$ cat src/rtl/fpadd_sequencer.sv
// fpadd_sequencer: round-robin two-port FP32 adder stage sequencer; define FPSEQ_ZERO_BYPASS_EN to short-circuit ±0 operands
module fpadd_sequencer #(
  parameter int NUM_STAGES = 5
) (
  input  logic                  clk,
  input  logic                  reset,
  input  logic                  in0_valid,
  output logic                  in0_ready,
  input  logic [31:0]           in0_a,
  input  logic [31:0]           in0_b,
  input  logic                  in1_valid,
  output logic                  in1_ready,
  input  logic [31:0]           in1_a,
  input  logic [31:0]           in1_b,
  output logic [31:0]           fp_a,
  output logic [31:0]           fp_b,
  output logic [NUM_STAGES-1:0] fp_stage_en,
  input  logic [31:0]           fp_result,
  output logic                  out_valid,
  input  logic                  out_ready,
  output logic                  out_id,
  output logic [31:0]           out_result,
  output logic                  busy
);
  localparam int KW = $clog2(NUM_STAGES + 1);
  localparam logic [KW-1:0] K_LAST = KW'(NUM_STAGES - 1);
  typedef enum logic [1:0] {IDLE, STAGE, RESP} state_t;
  state_t state;
  logic [KW-1:0] k;
  logic last_grant, g0, g1, take;
  logic [31:0] a_sel, b_sel;
`ifdef FPSEQ_ZERO_BYPASS_EN
  logic za, zb;
  logic [31:0] byp_res;
`endif
  always_comb begin
    g0 = in0_valid & (~in1_valid | last_grant);
    g1 = in1_valid & ~g0;
    in0_ready = ~reset & (state == IDLE) & g0;
    in1_ready = ~reset & (state == IDLE) & g1;
    take = in0_ready | in1_ready;
    a_sel = g1 ? in1_a : in0_a;
    b_sel = g1 ? in1_b : in0_b;
`ifdef FPSEQ_ZERO_BYPASS_EN
    za = a_sel[30:0] == 31'b0;
    zb = b_sel[30:0] == 31'b0;
    byp_res = (za & zb) ? {a_sel[31] & b_sel[31], 31'b0} : za ? b_sel : a_sel;
`endif
  end
  always_ff @(posedge clk) begin
    if (reset) begin
      state <= IDLE;
      k <= '0;
      last_grant <= 1'b1;
      fp_a <= '0;
      fp_b <= '0;
      fp_stage_en <= '0;
      out_valid <= 1'b0;
      out_id <= 1'b0;
      out_result <= '0;
      busy <= 1'b0;
    end else begin
      case (state)
        IDLE: if (take) begin
          fp_a <= a_sel;
          fp_b <= b_sel;
          out_id <= g1;
          last_grant <= g1;
          busy <= 1'b1;
          k <= '0;
`ifdef FPSEQ_ZERO_BYPASS_EN
          if (za | zb) begin
            state <= RESP;
            out_valid <= 1'b1;
            out_result <= byp_res;
          end else begin
            state <= STAGE;
            fp_stage_en <= NUM_STAGES'(1);
          end
`else
          state <= STAGE;
          fp_stage_en <= NUM_STAGES'(1);
`endif
        end
        STAGE: if (k == K_LAST) begin
          state <= RESP;
          fp_stage_en <= '0;
          out_result <= fp_result;
          out_valid <= 1'b1;
        end else begin
          k <= k + 1'b1;
          fp_stage_en <= fp_stage_en << 1;
        end
        RESP: if (out_ready) begin
          state <= IDLE;
          out_valid <= 1'b0;
          busy <= 1'b0;
        end
        default: state <= IDLE;
      endcase
    end
  end
endmodule

$ cat config.mk
export PLATFORM = sky130hd
export DESIGN_NAME = fpadd_sequencer
export DESIGN_NICKNAME = d
export VERILOG_FILES = /design/src/rtl/fpadd_sequencer.sv
export SDC_FILE = /design/constraint.sdc
export NUM_CORES = 1
export LEC_CHECK = 0
export CAP_MARGIN = 20
export CORE_UTILIZATION = 29
export CTS_CLUSTER_DIAMETER = 100
export DETAILED_ROUTE_END_ITERATION = 12
export PLACE_DENSITY = 0.67
export SYNTH_ARGS = -nofsm -noshare
export SYNTH_HDL_FRONTEND = slang
export SYNTH_SLANG_ARGS = --single-unit
$ cat constraint.sdc
create_clock -name clk -period 1.5 [get_ports clk]
set_clock_uncertainty 0.15 [all_clocks]
set_input_delay 0.15 -clock clk [delete_from_list [all_inputs] [get_ports clk]]
set_output_delay 0.15 -clock clk [all_outputs]
set_load 0.01 [all_outputs]
==> flow_summary.yaml, run 1 <==
status:
  status: "finished, violations left"
  violations: "negative setup slack"
flow_run:
  cap_violations: 0
global_route:
  grt_pass1_vias: 4886
  gr-total-overflow: 0
  grt_usage: 0.200
  antenna_found_initial: 0
  grt_pass1_wl_um: 25800
  grt_max_degree: 113
clock_tree:
  clkLatencyLatePin_ns: 0.35
  cts_tree: "built"
  ctsHoldBuffers: 0
  clock_path_buffers: 2
  cts-root-buf: "clkbuf_16"
  h-tree-depth: 3
  clk_transition_reported_paths_ns: 0.08
  numCtsBuffers: 9
  cts_sinks: 110
setup_path:
  critPathMaxFanout: 10
  worstSetupStartpointType: "flip-flop"
  path_cells: "or3_4 -> buf_6 -> nor2_4 -> buf_12 -> clkbuf_16 -> a311oi_1"
  arrival_ns: 1.78
  critPathCaptureType: "flip-flop"
  worst-path-buf-inv: 3
  worstSetupPathType: "reg -> reg"
  cp.required_ns: 1.57
  cp_top_family: "simple AND/OR/NAND/NOR gates"
  crit_path_top_delay_cell: "or3_4"
  slowest_delay_ns: 0.41
timing:
  fmax_ghz: 0.583
  report.final.slew_viol_count: 0
  tightestPinTransition_ns: 0.537
  whs_ns: 0.186
  rsz0062_at_grt: "yes"
  min_period_ns: 1.72
  worst_slack_ns: -0.216
  setup-violations-final: 72
  hold_viol_final: 0
  relSlewSlack: 0.642
  fin_crit_sh: 1.14
synthesis:
  syn_area_sq_um: 4690
  async_flop_share: 0
  ys_seq_area_frac: 0.470
  synth_area_leaders: "dfxtp_1, nand2_1, a311oi_1, a21oi_1, buf_2"
  synth_compound_area_frac: 0.252
  synth-xor-area-share: 0.00187
  synth_fa_ha_area_frac: 0.00534
  synth_cell_type_count: 37
  synth.area.mux_share: 0.00427
  yosysTopAreaCellShare: 0.470
  ys.flop_type: "dfxtp_1"
  syn-num-nets: 748
  ys_ff_latch: 110
  yosys-top-cells-count: "nand2_1, dfxtp_1, a21oi_1"
  synthCells: 581
  synth_most_common_cell: "nand2_1"
  synth_largest_area_cell: "dfxtp_1"
  synth_top_family_by_area: "compound AO/OA/AOI/OAI gates"
  yosys.area_share.simple: 0.197
  syn_avg_cell_area_sq_um: 8.07
  synth_edf_count: 0
  yosysWarnings: 0
finish:
  final_cell_count_no_fill: 1069
  design_area_sq_um: 8300
  multiInputGateArea_sq_um: 2220
  diodes: 0
  layout-drive-gt1-share: 0.0973
  num-fill-cells: 1558
  syn_to_final_growth_pct: 77.1
  finalNetCount: 1016
  register_area_sq_um: 2210
floorplanning:
  die_w_um: 129
  rows: 46
  io_pins: 271
  core_area_sq_um: 15800
  start_util: 0.296
  fp.dieArea_sq_um: 16700
  die_y_um: 129
placement:
  port_buffers: 270
  dp.cells: 1039
  routabilityCongestion: 0.728
  placed_cell_area_sq_um: 7680
  dp_hpwl_um: 10700
min_path:
  hold_class: "in -> reg"
power_and_ir_drop:
  powerDensity_nw_per_um2: 917
  power_leakage_uw: 0.00347
  peakVddDrop_mv: 0.571
routing:
  wl_per_cell_um: 16.1
  ant_nets: 0
  drtPass1Iterations: 5
  routed_wirelength_um: 17200
  drtIter0Drc: 294
  viasPerCell: 4.85
  num_vias: 5180
  post-route-drc-count: 0
[report_power, final]
part | switching (uW) | total, uW | internal, uW
logic | 779 | 1750 | 971
clock network | 1190 | 2680 | 1490
registers | 87.5 | 3180 | 3100
total | 2050 | 7610 | 5560
[through the flow]
step                utilization  power, uW  setup TNS, ns  setup WS (ns)
CTS                       0.515       7660         -11.55         -0.198
detailed placement        0.485       4930         -26.71         -0.448
global route              0.525       7970         -17.09         -0.267
floorplan                     -       3940              0        0.00418
global placement          0.485       4920         -25.67         -0.475
finish                    0.525       7610         -12.68         -0.216
[worst register-to-register path, delay by kind of cell (launching register included)]
| family | cells | cell delay [ns] |
|---|---|---|
| AO/OA/AOI/OAI | 1 | 0.08 |
| buffers and inverters | 3 | 0.51 |
| flip-flops | 1 | 0.33 |
| AND/OR/NAND/NOR | 2 | 0.52 |
[area by class of cell]
cell class / count / share of cell area
clock buffers: 9 / 0.0271
clock inverters: 6 / 0.0121
inverters: 3 / 0.00136
multi-input cells: 410 / 0.267
flip-flops and latches: 110 / 0.266
well taps: 216 / 0.0325
repair buffers: 315 / 0.394
[cells by family after synthesis]
| kind of cell | count (synthesis) |
|---|---|
| and+or+nand+nor | 226 |
| buffers and inverters | 61 |
| adders and majority gates | 2 |
| xor gates and xnor gates | 1 |
| DFF | 110 |
| muxes | 2 |
| AOI/OAI and AO/OA | 179 |
[state kept, by name, summed over array words and instances (netlist names)]
| signal | cells |
|---|---|
| last_grant | 1 |
| fp_a | 32 |
| fp_stage_en | 5 |
| k | 3 |
| out_result | 32 |
| busy | 1 |
| out_valid | 1 |
| out_id | 1 |
| state | 2 |
| fp_b | 32 |
[per-layer routing]
layer  wire length (um)  track usage
met5                  0            0
met4                274       0.0754
met3               1360       0.0512
met2               8190        0.326
met1               7350        0.254
[cells in the final DEF (no fill, tap or decap), types with 3 or more instances in the layout]
| cell type | instances |
|---|---|
| buf_4 | 18 |
| a311oi_1 | 64 |
| nand3_1 | 4 |
| nor2_1 | 8 |
| dfxtp_1 | 106 |
| clkbuf_16 | 13 |
| dlygate4sd2_1 | 104 |
| buf_6 | 6 |
| nand2b_1 | 3 |
| dfxtp_2 | 4 |
| nand2_1 | 194 |
| buf_16 | 7 |
| clkdlybuf4s50_1 | 163 |
| a21oi_1 | 102 |
| o211ai_1 | 4 |
| buf_12 | 10 |
[worst paths after layout]
kind / startpoint / end / slack [ns] / depth (start not counted)
max: state[0] / fp_a[26] / -0.22 / 6
min: fp_result[27] / out_result[27] / 0.19 / 3
max reg2reg: state[0] / fp_a[26] / -0.22 / 6
min reg2reg: out_result[25] / out_result[25] / 0.30 / 2
[timing repair]
action	CTS	global route
setup endpoints to repair	185	108
pin swaps	2	13
resized for setup	130	17
cloned	6	4
buffers inserted	4	1
Note: power is estimated with default switching activity, not from simulation.
==> run 2, diff against run 1 <==
--- a/config.mk
+++ b/config.mk
@@ -8,6 +8,7 @@
 export CAP_MARGIN = 20
 export CORE_UTILIZATION = 29
 export CTS_CLUSTER_DIAMETER = 100
+export CTS_CLUSTER_SIZE = 20
 export DETAILED_ROUTE_END_ITERATION = 12
 export PLACE_DENSITY = 0.67
 export SYNTH_ARGS = -nofsm -noshare
==> results of run 2 <==
Final layout, timing and power as in run 1 (identical DEF).
==> run 3, diff against run 2 <==
--- a/config.mk
+++ b/config.mk
@@ -11,6 +11,7 @@
 export CTS_CLUSTER_SIZE = 20
 export DETAILED_ROUTE_END_ITERATION = 12
 export PLACE_DENSITY = 0.67
+export RECOVER_POWER = 50
 export SYNTH_ARGS = -nofsm -noshare
 export SYNTH_HDL_FRONTEND = slang
 export SYNTH_SLANG_ARGS = --single-unit
==> results of run 3 <==
Final layout, timing and power as in run 1 (identical DEF).
==> RTL edit, RTL diff (settings of run 3) <==
`NUM_STAGES`: 5 -> 10.
--- a/src/rtl/fpadd_sequencer.sv
+++ b/src/rtl/fpadd_sequencer.sv
@@ -1,5 +1,5 @@
 // fpadd_sequencer: round-robin two-port FP32 adder stage sequencer; define FPSEQ_ZERO_BYPASS_EN to short-circuit ±0 operands
 module fpadd_sequencer #(
-  parameter int NUM_STAGES = 5
+  parameter int NUM_STAGES = 10
 ) (
   input  logic                  clk,
Interface: changed (resized fp_stage_en); port bits go from 271 to 276. The function was not compared with the original's and may differ.
==> RTL edit against run 3 <==
  * The flow still finishes with violations (negative setup slack)
  * Sequential cell count grew 6
  * Routed wire length grew 17%
  * Worst setup slack gained 0.080 ns
  * First-iteration DRC count shrank 29%
  * Synthesized area grew 14%
  * Via count grew 11%
  * Design area grew 17%
  * Total power grew 26%
==> RTL edit: results (changes against run 3) <==
- Synth unique cells: 39 (+5.4%)
- H-tree Lvls: 4 (+1)
- First-pass GRT wire length: 29,400 µm (+14%)
- DR iter-0 viols: 208 (-29%)
- Pin count of the biggest net entering global routing: 39 (-65%)
- Worst ir drop on vdd: 0.947 mV (+66%)
- Sw frac: 26.4% (-0.53 points)
- Yosys top cell area share: 43.5% (-3.5 points)
- Post-CTS resize count: 169 (+30%)
- Met3 Use GR: 7.25% (+2.1 points)
- Vias per cell: 5.00 (+3.2%)
- DP HPWL: 12,300 µm (+15%)
- Worst skew pair latency: 0.42 ns (+0.07 ns)
- Met2 usage: 34.8% (+2.2 points)
- Post-CTS Setup Inserts: 9 (+5)
- Num CTS Buffers: 17 (+8)
- Status: finished, violations left
- Failing checks: negative setup slack
- Routed len/inst: 17.5 µm (+8.9%)
- Worst slack at placement: -0.464 ns (-0.0160 ns)
- Static Leak: 3.96 nW (+14%)
- Critical Path AT: 1.34 ns (-0.44 ns)
- Crit Path Max Fanout: 4 (-6)
- I/O Buffers: 275 (+1.9%)
- Worst-margin pin slew: 0.617 ns (+0.0801 ns)
- Endpoints failing setup: 70 (-2.8%)
- Clock transition at path regs: 0.06 ns (-0.02 ns)
- Number of fill cells: 1,670 (+7.2%)
- Drt pass-1 iters: 4 (-1)
- Sequential share of the synthesized area: 43.5% (-3.5 points)
- Worst Slack Setup Final: -0.135 ns (+0.0805 ns)
- Synth top cells by count: nand2_1 (139), dfxtp_1 (116), a21oi_1 (101)
- Met1 usage: 22.7% (-2.8 points)
- Gr usage total: 20.3% (+0.26 points)
- Ranking of synthesized cells by area: dfxtp_1 (43%), a311oi_2 (17%), nand2_1 (9.8%), a21oi_1 (9.5%), nand3_1 (3.2%)
- Clock share of power: 42.9% (+7.7 points)
- Number of synthesized flops with an enable pin: 0 (unchanged)
- Syn_nets: 771 (+3.1%)
- Nets@finish: 1,073 (+5.6%)
- Vias in the first global route: 5,724 (+17%)
- Hold_buf cts: 2 (+2)
- Share of post-route cells with drive strength above 1: 22.9% (+13 points)
- Placer Congestion: 0.788 (+8.2%)
- Logic pwr share: 22.0% (-1.0 points)
==> RTL edit: final timing paths <==
check	start	to	slack (ns)	cells past startpoint
min reg2reg	out_result[1]	out_result[1]	0.31	2
min	reset	k[1]	0.06	4
max	state[1]	in1_ready	-0.14	4
max reg2reg	state[1]	fp_a[24]	-0.12	8
==> RTL edit: worst max-delay path: stages (launching register included) <==
cell     delay [ns]
dfxtp_4        0.36
nor3_4         0.19
buf_6          0.14
and2_4         0.13
buf_6          0.10
==> RTL edit: cell type report <==
type                            instances  share of cell area, %
Timing Repair Buffer                  348                   37.8
Multi-Input combinational cell        417                   29.0
Sequential cell                       116                   24.0
Clock buffer                           23                   4.72
Tap cell                              229                   2.95
Clock inverter                          9                   1.33
Inverter                                6                  0.232
==> RTL edit: per-stage QoR <==
| step | setup TNS [ns] | hold WS, ns | std cells | total power [mW] | instance area [µm²] |
|---|---|---|---|---|---|
| 6_report | -4.57 | 0.0644 | 1148 | 9.59 | 9710 |
| 5_1_grt | -9.70 | 0.0682 | 1148 | 9.97 | 9710 |
| 4_1_cts | -4.55 | 0.0552 | 1138 | 9.53 | 9410 |
| 3_5_place_dp | -33.66 | 0.317 | 1088 | 5.33 | 8520 |
| 3_3_place_gp | -31.05 | 0.311 | 1088 | 5.32 | 8520 |
| 2_1_floorplan | -1.09 | 0.148 | 604 | 4.30 | 5370 |
==> RTL edit: kinds of logic after synthesis <==
group	Yosys count	synth area share, %
AO/OA/AOI/OAI	218	33.1
adder cells (fa/ha/maj)	2	0.468
buffers and inverters	71	7.03
AND/OR/NAND/NOR	196	15.7
flip-flops	116	43.5
multiplexers	1	0.187
==> RTL edit: layer usage <==
metal / share of wire (%) / up-vias
li1: - / 2802
met1: 41 / 2679
met4: 2.3 / 0
met3: 8.8 / 32
met5: 0 / -
met2: 48 / 228
